## config.mk

```make
export PLATFORM = sky130hd
export DESIGN_NAME = pf_ddr4_lane_rd_train_ctrl_flat
export DESIGN_NICKNAME = d
export VERILOG_FILES = /design/src/rtl/pf_ddr4_lane_rd_train_ctrl_pkg.sv /design/src/rtl/pf_ddr4_lane_rd_train_ctrl_if.sv /design/src/rtl/pf_ddr4_lane_rd_train_ctrl_win_track.sv /design/src/rtl/pf_ddr4_lane_rd_train_ctrl.sv /design/src/flat_wrapper.sv
export SDC_FILE = /design/constraint.sdc
export NUM_CORES = 1
export LEC_CHECK = 0
export ABC_AREA = 1
export ABC_CLOCK_PERIOD_IN_PS = 3230
export BUFFER_PORTS_ARGS = -buffer_cell sky130_fd_sc_hd__buf_2
export CAP_MARGIN = 15
export CORE_UTILIZATION = 29
export DETAILED_ROUTE_END_ITERATION = 8
export HOLD_SLACK_MARGIN = 0.05
export PLACE_DENSITY_LB_ADDON = 0.25
export REMOVE_ABC_BUFFERS = 1
export SLEW_MARGIN = 20
export SYNTH_ARGS = -nofsm -noshare
export SYNTH_HDL_FRONTEND = slang
export SYNTH_SLANG_ARGS = --single-unit
```

## constraint.sdc

```tcl
create_clock -name FAB_CLK -period 3.23 [get_ports FAB_CLK]
set_input_delay 0.1615 -clock FAB_CLK [delete_from_list [all_inputs] [get_ports FAB_CLK]]
set_output_delay 0.1615 -clock FAB_CLK [all_outputs]
set_load 0.05 [all_outputs]
```

## src/rtl/pf_ddr4_lane_rd_train_ctrl_pkg.sv

```systemverilog
// Shared types and defaults for the per-lane DDR4 read-training controller.
package pf_ddr4_rd_train_pkg;

  localparam int TAP_W_DEF      = 8;
  localparam int MAX_TAP_DEF    = 127;
  localparam int SETTLE_CYC_DEF = 4;
  localparam int SAMPLE_CYC_DEF = 64;
  localparam int RETRY_MAX_DEF  = 2;
  localparam int CNT_W          = 16;

  typedef enum logic [3:0] {
    S_IDLE    = 4'd0,
    S_LOAD    = 4'd1,
    S_SETTLE  = 4'd2,
    S_CLEAR   = 4'd3,
    S_SAMPLE  = 4'd4,
    S_EVAL    = 4'd5,
    S_STEP    = 4'd6,
    S_RESOLVE = 4'd7,
    S_CLOAD   = 4'd8,
    S_CSETTLE = 4'd9,
    S_CMOVE   = 4'd10,
    S_DONE    = 4'd11,
    S_FAIL    = 4'd12
  } train_state_e;

endpackage

```

## src/rtl/pf_ddr4_lane_rd_train_ctrl_if.sv

```systemverilog
// Lane-level signal bundle: PHY training handshake plus lane IOD delay/eye-monitor controls.
interface pf_ddr4_lane_rd_train_ctrl_if
  import pf_ddr4_rd_train_pkg::*;
#(
  parameter int TAP_W = TAP_W_DEF
);

  logic             START;
  logic             BUSY;
  logic             DONE;
  logic             ERR;
  logic [TAP_W-1:0] CENTER_TAP;
  logic [TAP_W:0]   WIN_LEN;
  logic             EYE_MONITOR_EARLY;
  logic             EYE_MONITOR_LATE;
  logic             DELAY_LINE_OUT_OF_RANGE;
  logic             DELAY_LINE_LOAD;
  logic             DELAY_LINE_MOVE;
  logic             DELAY_LINE_DIRECTION;
  logic             EYE_MONITOR_CLEAR_FLAGS;

  modport master (
    input  START, EYE_MONITOR_EARLY, EYE_MONITOR_LATE, DELAY_LINE_OUT_OF_RANGE,
    output BUSY, DONE, ERR, CENTER_TAP, WIN_LEN,
           DELAY_LINE_LOAD, DELAY_LINE_MOVE, DELAY_LINE_DIRECTION, EYE_MONITOR_CLEAR_FLAGS
  );

  modport slave (
    output START, EYE_MONITOR_EARLY, EYE_MONITOR_LATE, DELAY_LINE_OUT_OF_RANGE,
    input  BUSY, DONE, ERR, CENTER_TAP, WIN_LEN,
           DELAY_LINE_LOAD, DELAY_LINE_MOVE, DELAY_LINE_DIRECTION, EYE_MONITOR_CLEAR_FLAGS
  );

endinterface

```

## src/rtl/pf_ddr4_lane_rd_train_ctrl_win_track.sv

```systemverilog
// Passing-window tracker: keeps the current run of passing taps and the best (longest, earliest) run.
module pf_ddr4_rd_train_win_track
  import pf_ddr4_rd_train_pkg::*;
#(
  parameter int TAP_W = TAP_W_DEF
) (
  input  logic             clk,
  input  logic             rst,
  input  logic             clear,
  input  logic             eval,
  input  logic             pass,
  input  logic [TAP_W-1:0] tap,
  output logic [TAP_W-1:0] best_start,
  output logic [TAP_W:0]   best_len
);

  logic [TAP_W-1:0] cur_start_r;
  logic [TAP_W:0]   cur_len_r;
  logic [TAP_W-1:0] best_start_r;
  logic [TAP_W:0]   best_len_r;
  logic [TAP_W-1:0] run_start_s;
  logic [TAP_W:0]   run_len_s;

  // A run that starts on this tap takes the tap as its origin
  always_comb begin
    run_len_s = cur_len_r + {{TAP_W{1'b0}}, 1'b1};
    if (cur_len_r == {(TAP_W+1){1'b0}}) begin
      run_start_s = tap;
    end else begin
      run_start_s = cur_start_r;
    end
  end

  // Strict '>' keeps the earliest of equal-length windows
  always_ff @(posedge clk) begin
    if (rst || clear) begin
      cur_start_r  <= {TAP_W{1'b0}};
      cur_len_r    <= {(TAP_W+1){1'b0}};
      best_start_r <= {TAP_W{1'b0}};
      best_len_r   <= {(TAP_W+1){1'b0}};
    end else if (eval) begin
      if (pass) begin
        cur_start_r <= run_start_s;
        cur_len_r   <= run_len_s;
        if (run_len_s > best_len_r) begin
          best_start_r <= run_start_s;
          best_len_r   <= run_len_s;
        end
      end else begin
        cur_len_r <= {(TAP_W+1){1'b0}};
      end
    end
  end

  assign best_start = best_start_r;
  assign best_len   = best_len_r;

endmodule

```

## src/rtl/pf_ddr4_lane_rd_train_ctrl.sv

```systemverilog
// Per-lane DDR4 read-training sequencer: sweeps the RX delay line, scores taps, centres on the best window.
// Optional feature macro: LANE_RD_TRAIN_RETRY_EN (re-sweep on failure up to RETRY_MAX times).
module pf_ddr4_lane_rd_train_ctrl
  import pf_ddr4_rd_train_pkg::*;
#(
  parameter int TAP_W      = TAP_W_DEF,
  parameter int MAX_TAP    = MAX_TAP_DEF,
  parameter int SETTLE_CYC = SETTLE_CYC_DEF,
  parameter int SAMPLE_CYC = SAMPLE_CYC_DEF,
  parameter int RETRY_MAX  = RETRY_MAX_DEF
) (
  input logic                          FAB_CLK,
  input logic                          RX_SYNC_RST,
  pf_ddr4_lane_rd_train_ctrl_if.master lane
);

`ifdef LANE_RD_TRAIN_RETRY_EN
  localparam bit RETRY_EN = 1'b1;
`else
  localparam bit RETRY_EN = 1'b0;
`endif

  localparam logic [TAP_W-1:0] MAX_TAP_T   = TAP_W'(MAX_TAP);
  localparam logic [CNT_W-1:0] SETTLE_LAST = CNT_W'(SETTLE_CYC - 1);
  localparam logic [CNT_W-1:0] SAMPLE_LAST = CNT_W'(SAMPLE_CYC - 1);
  localparam logic [7:0]       RETRY_LIM   = 8'(RETRY_MAX);

  train_state_e     state_r, state_nxt;
  logic [CNT_W-1:0] wait_r;
  logic [TAP_W-1:0] tap_r;
  logic [TAP_W-1:0] center_r;
  logic [TAP_W:0]   win_len_r;
  logic [7:0]       retry_cnt_r;
  logic             acc_r;
  logic             load_r, move_r, dir_r, clear_r, busy_r, done_r, err_r;

  logic             start_ok_s;
  logic             retry_ok_s;
  logic             eval_s;
  logic             track_clear_s;
  logic [TAP_W-1:0] best_start_s;
  logic [TAP_W:0]   best_len_s;
  logic [TAP_W-1:0] center_s;

  assign eval_s        = (state_r == S_EVAL);
  assign track_clear_s = (state_r == S_LOAD);
  assign retry_ok_s    = RETRY_EN && (retry_cnt_r < RETRY_LIM);
  assign center_s      = TAP_W'({1'b0, best_start_s} + (best_len_s >> 1));

  pf_ddr4_rd_train_win_track #(.TAP_W(TAP_W)) u_win_track (
    .clk        (FAB_CLK),
    .rst        (RX_SYNC_RST),
    .clear      (track_clear_s),
    .eval       (eval_s),
    .pass       (~acc_r),
    .tap        (tap_r),
    .best_start (best_start_s),
    .best_len   (best_len_s)
  );

  // Next-state logic; START is also honoured in the DONE/FAIL cycle since BUSY is already low there
  always_comb begin
    state_nxt  = state_r;
    start_ok_s = 1'b0;
    case (state_r)
      S_IDLE, S_DONE, S_FAIL: begin
        if (lane.START) begin
          start_ok_s = 1'b1;
          state_nxt  = S_LOAD;
        end else begin
          state_nxt = S_IDLE;
        end
      end
      S_LOAD:   state_nxt = S_SETTLE;
      S_SETTLE: begin
        if (wait_r == SETTLE_LAST) state_nxt = S_CLEAR;
        else                       state_nxt = S_SETTLE;
      end
      S_CLEAR:  state_nxt = S_SAMPLE;
      S_SAMPLE: begin
        if (wait_r == SAMPLE_LAST) state_nxt = S_EVAL;
        else                       state_nxt = S_SAMPLE;
      end
      S_EVAL: begin
        if ((tap_r == MAX_TAP_T) || lane.DELAY_LINE_OUT_OF_RANGE) state_nxt = S_RESOLVE;
        else                                                      state_nxt = S_STEP;
      end
      S_STEP:   state_nxt = S_SETTLE;
      S_RESOLVE: begin
        if (best_len_s != {(TAP_W+1){1'b0}}) state_nxt = S_CLOAD;
        else if (retry_ok_s)                 state_nxt = S_LOAD;
        else                                 state_nxt = S_FAIL;
      end
      S_CLOAD:  state_nxt = S_CSETTLE;
      S_CSETTLE: begin
        if (wait_r != SETTLE_LAST)  state_nxt = S_CSETTLE;
        else if (tap_r < center_r)  state_nxt = S_CMOVE;
        else                        state_nxt = S_DONE;
      end
      S_CMOVE:  state_nxt = S_CSETTLE;
      default:  state_nxt = S_IDLE;
    endcase
  end

  // State, wait/tap counters, flag accumulator and training results
  always_ff @(posedge FAB_CLK) begin
    if (RX_SYNC_RST) begin
      state_r     <= S_IDLE;
      wait_r      <= {CNT_W{1'b0}};
      tap_r       <= {TAP_W{1'b0}};
      center_r    <= {TAP_W{1'b0}};
      win_len_r   <= {(TAP_W+1){1'b0}};
      retry_cnt_r <= 8'd0;
      acc_r       <= 1'b0;
    end else begin
      state_r <= state_nxt;
      if (state_nxt == state_r) wait_r <= wait_r + CNT_W'(1);
      else                      wait_r <= {CNT_W{1'b0}};
      // The tap counter doubles as the centre-move counter after CLOAD
      if ((state_r == S_LOAD) || (state_r == S_CLOAD))      tap_r <= {TAP_W{1'b0}};
      else if ((state_r == S_STEP) || (state_r == S_CMOVE)) tap_r <= tap_r + TAP_W'(1);
      if (state_r == S_CLEAR)       acc_r <= 1'b0;
      else if (state_r == S_SAMPLE) acc_r <= acc_r | lane.EYE_MONITOR_EARLY | lane.EYE_MONITOR_LATE;
      if (start_ok_s) begin
        retry_cnt_r <= 8'd0;
        center_r    <= {TAP_W{1'b0}};
        win_len_r   <= {(TAP_W+1){1'b0}};
      end else if (state_r == S_RESOLVE) begin
        win_len_r <= best_len_s;
        if (best_len_s != {(TAP_W+1){1'b0}}) center_r <= center_s;
        else if (retry_ok_s)                 retry_cnt_r <= retry_cnt_r + 8'd1;
      end
    end
  end

  // Strobes are registered from the next state so each pulse covers exactly its state's cycle
  always_ff @(posedge FAB_CLK) begin
    if (RX_SYNC_RST) begin
      load_r  <= 1'b0;
      move_r  <= 1'b0;
      dir_r   <= 1'b0;
      clear_r <= 1'b0;
      busy_r  <= 1'b0;
      done_r  <= 1'b0;
      err_r   <= 1'b0;
    end else begin
      load_r  <= (state_nxt == S_LOAD) || (state_nxt == S_CLOAD);
      move_r  <= (state_nxt == S_STEP) || (state_nxt == S_CMOVE);
      dir_r   <= (state_nxt == S_STEP) || (state_nxt == S_CMOVE);
      clear_r <= (state_nxt == S_CLEAR);
      busy_r  <= (state_nxt != S_IDLE) && (state_nxt != S_DONE) && (state_nxt != S_FAIL);
      done_r  <= (state_nxt == S_DONE);
      err_r   <= (state_nxt == S_FAIL);
    end
  end

  assign lane.DELAY_LINE_LOAD         = load_r;
  assign lane.DELAY_LINE_MOVE         = move_r;
  assign lane.DELAY_LINE_DIRECTION    = dir_r;
  assign lane.EYE_MONITOR_CLEAR_FLAGS = clear_r;
  assign lane.BUSY                    = busy_r;
  assign lane.DONE                    = done_r;
  assign lane.ERR                     = err_r;
  assign lane.CENTER_TAP              = center_r;
  assign lane.WIN_LEN                 = win_len_r;

endmodule

```

## src/flat_wrapper.sv

```systemverilog
// flat-port wrapper written by rule: the top's interface ports become plain ports
module pf_ddr4_lane_rd_train_ctrl_flat import pf_ddr4_rd_train_pkg::*;
#(
  parameter int TAP_W      = TAP_W_DEF,
  parameter int MAX_TAP    = MAX_TAP_DEF,
  parameter int SETTLE_CYC = SETTLE_CYC_DEF,
  parameter int SAMPLE_CYC = SAMPLE_CYC_DEF,
  parameter int RETRY_MAX  = RETRY_MAX_DEF
)
  (FAB_CLK, RX_SYNC_RST, lane_START, lane_EYE_MONITOR_EARLY, lane_EYE_MONITOR_LATE, lane_DELAY_LINE_OUT_OF_RANGE, lane_BUSY, lane_DONE, lane_ERR, lane_CENTER_TAP, lane_WIN_LEN, lane_DELAY_LINE_LOAD, lane_DELAY_LINE_MOVE, lane_DELAY_LINE_DIRECTION, lane_EYE_MONITOR_CLEAR_FLAGS);
  pf_ddr4_lane_rd_train_ctrl_if #(.TAP_W(TAP_W)) lane_i ();
  input logic FAB_CLK;
  input logic RX_SYNC_RST;
  input wire logic [$bits(lane_i.START)-1:0] lane_START;
  input wire logic [$bits(lane_i.EYE_MONITOR_EARLY)-1:0] lane_EYE_MONITOR_EARLY;
  input wire logic [$bits(lane_i.EYE_MONITOR_LATE)-1:0] lane_EYE_MONITOR_LATE;
  input wire logic [$bits(lane_i.DELAY_LINE_OUT_OF_RANGE)-1:0] lane_DELAY_LINE_OUT_OF_RANGE;
  output wire logic [$bits(lane_i.BUSY)-1:0] lane_BUSY;
  output wire logic [$bits(lane_i.DONE)-1:0] lane_DONE;
  output wire logic [$bits(lane_i.ERR)-1:0] lane_ERR;
  output wire logic [$bits(lane_i.CENTER_TAP)-1:0] lane_CENTER_TAP;
  output wire logic [$bits(lane_i.WIN_LEN)-1:0] lane_WIN_LEN;
  output wire logic [$bits(lane_i.DELAY_LINE_LOAD)-1:0] lane_DELAY_LINE_LOAD;
  output wire logic [$bits(lane_i.DELAY_LINE_MOVE)-1:0] lane_DELAY_LINE_MOVE;
  output wire logic [$bits(lane_i.DELAY_LINE_DIRECTION)-1:0] lane_DELAY_LINE_DIRECTION;
  output wire logic [$bits(lane_i.EYE_MONITOR_CLEAR_FLAGS)-1:0] lane_EYE_MONITOR_CLEAR_FLAGS;
  assign lane_i.START = lane_START;
  assign lane_i.EYE_MONITOR_EARLY = lane_EYE_MONITOR_EARLY;
  assign lane_i.EYE_MONITOR_LATE = lane_EYE_MONITOR_LATE;
  assign lane_i.DELAY_LINE_OUT_OF_RANGE = lane_DELAY_LINE_OUT_OF_RANGE;
  assign lane_BUSY = lane_i.BUSY;
  assign lane_DONE = lane_i.DONE;
  assign lane_ERR = lane_i.ERR;
  assign lane_CENTER_TAP = lane_i.CENTER_TAP;
  assign lane_WIN_LEN = lane_i.WIN_LEN;
  assign lane_DELAY_LINE_LOAD = lane_i.DELAY_LINE_LOAD;
  assign lane_DELAY_LINE_MOVE = lane_i.DELAY_LINE_MOVE;
  assign lane_DELAY_LINE_DIRECTION = lane_i.DELAY_LINE_DIRECTION;
  assign lane_EYE_MONITOR_CLEAR_FLAGS = lane_i.EYE_MONITOR_CLEAR_FLAGS;
  pf_ddr4_lane_rd_train_ctrl #(.TAP_W(TAP_W), .MAX_TAP(MAX_TAP), .SETTLE_CYC(SETTLE_CYC), .SAMPLE_CYC(SAMPLE_CYC), .RETRY_MAX(RETRY_MAX)) u_core (.FAB_CLK(FAB_CLK), .RX_SYNC_RST(RX_SYNC_RST), .lane(lane_i));
endmodule
```

# [After elaboration in Yosys (flattened, before gate mapping)]
# Cells that the tools add are included.
# W data, S select, Z words.
[op_classes] addsub=4 multipliers=0 n_div=0 n_lt_le_gt_ge=2 n_eq_ne=26 n_shift=0 n_mux=12 n_bitwise=4 n_reduce_logical=22
[ops] op="$eq A4 B4 Y1 const B" count=9
[ops] op="$pmux W4 S9" count=1
[ops] op="$eq A4 B3 Y1 const B" count=5
[ops] op="$add A16 B1 Y16 const B" count=1
[ops] op="$eq A16 B2 Y1 const B" count=1
[ops] op="$eq A16 B6 Y1 const B" count=1
[ops] op="$ne A16 B2 Y1 const B" count=1
[ops] op="$eq A4 B2 Y1 const B" count=3
[ops] op="$reduce_or A2 Y1" count=6
[ops] op="$add A9 B1 Y9 const B" count=1
[ops] op="$gt A9 B9 Y1" count=1
[ops] op="$logic_not A9 Y1" count=1
[ops] op="$mux W9" count=1
[ops] op="$reduce_bool A9 Y1" count=1
[ops] op="$add A8 B1 Y8 const B" count=1
[ops] op="$add A8 B8 Y8" count=1
[ops] op="$eq A4 B1 Y1 const B" count=2
[ops] op="$eq A8 B7 Y1 const B" count=1
[ops] op="$lt A8 B8 Y1" count=1
[ops] op="$mux W8" count=1
[ops] op="$ne A4 B4 Y1 const B" count=2
[ops] op="$mux W1" count=7
[ops] op="$logic_or A1 B1 Y1" count=6
[ops] op="$eq A4 B4 Y1" count=1
[ops] op="10 further kinds" count=14
[word_totals] ff_bits=86 latch_bits=0 ram_bits=0 rom_bits=0 input_bits=6 output_inout_bits=24 elab_cells=86 memories=0

# [Logic depth before layout (Yosys ltp)]
[depth] depth_word=7 depth_mapped=17 depth_no_buf=16

# [Hierarchy]
# Synthesis repeated with hierarchy kept, for this count alone.
[hier_totals] hier_cells=722 hier_area_um2=5165.0
[by_module_without_submodules] mod="pf_ddr4_lane_rd_train_ctrl" instances=1 cells_per_inst=423 area_per_inst_um2=3019.1 seq_area_each_um2=1041.0
[by_module_without_submodules] mod="pf_ddr4_rd_train_win_track" instances=1 cells_per_inst=299 area_per_inst_um2=2145.8 seq_area_each_um2=680.7

# [Least setup slack after synthesis]
# Ideal clock, no wire load.
[synth_timing] kind="flip-flop to flip-flop" start="register u_core.u_win_track.cur_len_r[4]" end="register u_core.u_win_track.best_len_r[7], in the netlist u_core.u_win_track.best_len[7]" setup_ns=0.064 t_arrival_ns=2.455 setup_slack_ns=0.711 stages_incl_launch_ff=15 path_buffers=2 synth_period_minus_slack_ns=2.519 path_cell_list="dfxtp_1 > clkbuf_1 > inv_1 > nor4_1 > nand3_1 > nand2_1 > inv_1 > ha_1 > nand2_1 > nor2_1 > nand4_1 > o21ai_1 > clkbuf_1 > a21oi_1 > nor2_1"
[synth_between] elab_chain_cells=3
[synth_rtl] element="start, declared" line_no="pf_ddr4_lane_rd_train_ctrl_win_track.sv:18" rtl="logic [TAP_W:0] cur_len_r;"
[synth_rtl] element="start signal, assigned" line_no="pf_ddr4_lane_rd_train_ctrl_win_track.sv:38" rtl="cur_len_r <= {(TAP_W+1){1'b0}};"
[synth_rtl] element="start signal, assigned" line_no="pf_ddr4_lane_rd_train_ctrl_win_track.sv:44" rtl="cur_len_r <= run_len_s;"
[synth_rtl] element="start signal, assigned" line_no="pf_ddr4_lane_rd_train_ctrl_win_track.sv:50" rtl="cur_len_r <= {(TAP_W+1){1'b0}};"
[synth_rtl] element="$add A9 B1 Y9" line_no="pf_ddr4_lane_rd_train_ctrl_win_track.sv:26" rtl="run_len_s = cur_len_r + {{TAP_W{1'b0}}, 1'b1};"
[synth_rtl] element="named net u_core.u_win_track.run_len_s[8]" line_no="pf_ddr4_lane_rd_train_ctrl_win_track.sv:22" rtl="logic [TAP_W:0] run_len_s;"
[synth_rtl] element="$gt A9 B9 Y1" line_no="pf_ddr4_lane_rd_train_ctrl_win_track.sv:45" rtl="if (run_len_s > best_len_r) begin"
[synth_rtl] element="$reduce_and A3 Y1 (no line)"
[synth_rtl] element="end signal, assigned" line_no="pf_ddr4_lane_rd_train_ctrl_win_track.sv:40" rtl="best_len_r <= {(TAP_W+1){1'b0}};"
[synth_rtl] element="end signal, assigned" line_no="pf_ddr4_lane_rd_train_ctrl_win_track.sv:47" rtl="best_len_r <= run_len_s;"
[synth_rtl] element="end, declared" line_no="pf_ddr4_lane_rd_train_ctrl_win_track.sv:20" rtl="logic [TAP_W:0] best_len_r;"
# The timed path passes the listed nets, and every way through them passes these cells.
# A chain may end at the register's enable or synchronous reset.

# [Worst setup path after layout]
[layout_timing] start="register u_core.u_win_track.cur_len_r[0]" end="register u_core.u_win_track.best_len_r[8], in the netlist u_core.u_win_track.best_len[8]"
[layout_between] elab_chain_cells=3
[layout_rtl] element="$add A9 B1 Y9 *" line_no="pf_ddr4_lane_rd_train_ctrl_win_track.sv:26"
[layout_rtl] element="named net u_core.u_win_track.run_len_s[8]" line_no="pf_ddr4_lane_rd_train_ctrl_win_track.sv:22"
[layout_rtl] element="$gt A9 B9 Y1" line_no="pf_ddr4_lane_rd_train_ctrl_win_track.sv:45"
[layout_rtl] element="$reduce_and A3 Y1 (no line)"
# Mark *: on every way through the listed nets, which the timed path passes. The rest lies on a longest branch.

==> reports/metrics.yaml <==
cts:
  clock_tree.buffer_depth: 2
  numCtsBuffers: 9
  cts_sinks: 86
  clk_pin_slew_ns: 0.06
  tritoncts: "yes"
  insertion_delay_ns: 0.34
  ctsRootBufferMaster: "clkbuf_16"
  cts_htree_levels: 3
  cts_setup_buffers: 0
synth:
  syn-mean-instance-area_sq_um: 6.99
  fraction_of_post_synthesis_cell_area_in_the_top_cell_type_by_area_pct: 36.0
  async_reset_ff_share_pct: 0
  yosys_warnings: 0
  synthesis.area_sq_um: 4790
  synth_seq_cells: 86
  synth.yosys.seq_area_share_pct: 36.0
  synthCells: 685
  synth-main-ff-cell: "dfxtp_1"
  synth_enable_flop_cells: 0
  synth_cell_type_count: 40
  synth_largest_area_cell: "dfxtp_1"
  synth.area.top_cells: "dfxtp_1, nand2_1, inv_1"
power:
  share_clk_of_total_power_pct: 45.5
  cellPowerDensity_nw_per_um2: 418
  power.leakage_nw: 2.37
  seqPwrFrac_pct: 47.8
  p_int_w: 0.00173
  combinationalPowerShare_pct: 6.7
  power.switching_w: 0.000528
  vdd.ir_drop.worst_mv: 0.215
  power_switching_share_pct: 23.4
setup_path:
  worst-setup-path-type: "reg -> reg"
  cp_data_arrival_time_ns: 2.91
  worst_setup_path_end_kind: "flip-flop"
  crit_path_start_kind: "flip-flop"
  cp_data_required_time_ns: 3.47
  critical_path.max_fanout: 34
grt:
  global_route_wire_length_before_repair_microns: 18700
  grt_overflow: 0
  grt_pass1_vias: 3710
  grt_start_max_net_pins: 35
  track_usage_pct: 14.3
  number_of_antenna_violations_at_the_first_check_in_global_routing: 0
detailed_routing:
  drt-total-wl_microns: 11200
  post-route-drc-count: 0
  final_antenna_net_count: 0
  vias: 4151
  post_drt_via_cell_ratio: 4.46
  drt_iter0_drc: 209
  routed_wire_length_per_instance_microns: 12.0
  firstDrtPassIters: 4
flow_run:
  cap_viol_max_count: 0
timing:
  finClkSkew_ns: 0.00450
  number_of_slew_limit_violations_in_the_final_report: 0
  setup_viol: 0
  clock.fmax_mhz: 374
  setup_repair_after_global_routing_missed_its_margin: "false"
  timing_hold_violations_final: 0
  layout_min_cycle_time_ns: 2.67
  relSlewSlack_pct: 52.4
  post-route-period-util_pct: 82.8
  worst_slew_pin_slew_ns: 0.710
  timing.final.ws_setup_ns: 0.557
  tns_ns: 0
floorplan:
  dieArea_sq_um: 17000
  design.core.area_sq_um: 16000
  die_w_microns: 130
  floorplan.initialDensity_pct: 29.9
  row_count: 46
  die_h_microns: 130
  top_level_i_o_count: 30
layout:
  antenna_cells: 0
  drive_gt1_share_pct: 11.0
  fin_nets: 745
  syn_to_final_growth_pct: 13.0
worst_hold_path:
  worst_min_delay_path_category: "in -> reg"
placement:
  place_hpwl_microns: 8390
  post_place_worst_slack_ns: 0.611
  io_buffers: 29
  gp_congestion: 0.789
status:
  run_status: "complete, no violations"
==> cell usage in the layout, fill, tap and decap left out, drive strengths merged, types with 2 or more instances in the layout <==
| master | n |
|---|---|
| a211oi | 2 |
| o21ai | 28 |
| nand4 | 8 |
| nand3b | 4 |
| a22oi | 3 |
| ha | 27 |
| o31ai | 2 |
| xnor2 | 5 |
| a21o | 2 |
| nor2 | 88 |
| clkbuf | 14 |
| buf | 33 |
| o211ai | 8 |
| dfxtp | 86 |
| xor2 | 17 |
| nand3 | 55 |
| nor3 | 6 |
| nor4 | 3 |
| inv | 110 |
| a21oi | 58 |
| nand2 | 148 |
==> synthesized netlist by cell type, types with 6 or more instances <==
cell	count
nor2_1	73
buf_2	6
ha_1	27
inv_1	101
inv_2	9
o21ai_0	22
dfxtp_1	86
a21oi_1	58
xor2_1	17
o211ai_1	8
buf_4	6
nand3_1	55
nand4_1	8
nand2_1	142
nor2_2	13
==> worst paths after layout <==
path | depth (start not counted) | slack [ns] | to | from
max reg2reg | 16 | 0.56 | u_core.u_win_track.best_len[8] | u_core.u_win_track.cur_len_r[0]
max | 16 | 0.56 | u_core.u_win_track.best_len[8] | u_core.u_win_track.cur_len_r[0]
min | 4 | 0.23 | u_core.acc_r | lane_EYE_MONITOR_LATE
min reg2reg | 2 | 0.46 | u_core.lane.WIN_LEN[7] | u_core.lane.WIN_LEN[7]
==> flip-flops by register name, summed over array words and instances (netlist names), 4 cells and up <==
register	count
u_core.wait_r	16
u_core.u_win_track.best_start	8
u_core.u_win_track.cur_len_r	9
u_core.state_r	4
u_core.tap_r	8
u_core.u_win_track.best_len	9
u_core.lane.CENTER_TAP	8
u_core.lane.WIN_LEN	9
u_core.u_win_track.cur_start_r	8
==> metrics by stage <==
step | util (%) | std cells | hold slack [ns] | power, W | area (sq um)
final | 33.8 | 931 | 0.234 | 0.00226 | 5410
after global routing | 33.8 | 931 | 0.290 | 0.00237 | 5410
after CTS | 33.8 | 931 | 0.237 | 0.00230 | 5410
after detailed placement | 32.0 | 915 | 0.412 | 0.00126 | 5120
after global placement | 32.0 | 915 | 0.410 | 0.00126 | 5120
after floorplan | - | 666 | 0.231 | 0.00121 | 4670
==> worst max-delay path, cell delays in order, from the launching register on <==
cell	delay, ns
dfxtp_1	0.44
ha_1	0.22
nand3_1	0.15
inv_1	0.11
nand4_1	0.09
o21ai_0	0.17
nand2_1	0.09
inv_1	0.08
ha_1	0.24
nand2_1	0.09
nor2_1	0.06
nand2_1	0.06
o21ai_1	0.06
inv_2	0.42
nand3_1	0.17
nand2_1	0.08
nor2_1	0.04
==> cells by family after synthesis <==
| group | Yosys count | share of synthesized area [%] |
|---|---|---|
| simple gates | 313 | 29.0 |
| buf+inv | 129 | 11.1 |
| compound gates | 107 | 12.4 |
| flops | 86 | 36.0 |
| fa+ha+maj | 28 | 7.48 |
| xor+xnor | 22 | 4.02 |
==> final cells by class <==
type,instances,area (sq um)
Timing Repair Buffer,34,185
Fill cell,1779,10600
Clock buffer,14,254
Clock inverter,1,30.0
Sequential cell,86,1720
Tap cell,216,270
Multi-Input combinational cell,470,2540
Inverter,110,413
==> layer usage <==
layer	up-vias	part of all wire [%]	global-route usage (%)	wire length [microns]
li1	2245	-	-	-
met1	1840	53	20.2	5950
met2	51	42	21.3	4660
met3	15	3.0	2.36	334
met4	0	2.1	6.49	232
met5	-	0	0	0
==> power groups by stage <==
stage	sequential (W)	combinational (W)	clock, W
CTS	0.00108	0.000153	0.00106
global placement	0.00110	0.000153	0
detailed placement	0.00110	0.000152	0
floorplan	0.00112	0.0000993	0
finish	0.00108	0.000152	0.00103
global route	0.00108	0.000175	0.00111
==> what timing repair did <==
item | in CTS | in global routing
endpoints found under the hold margin | 3 | 0
hold buffers | 1 | 0
resized for setup | 0 | 0
endpoints found under the setup margin | 0 | 0
Power figures use the tool's default switching activity.
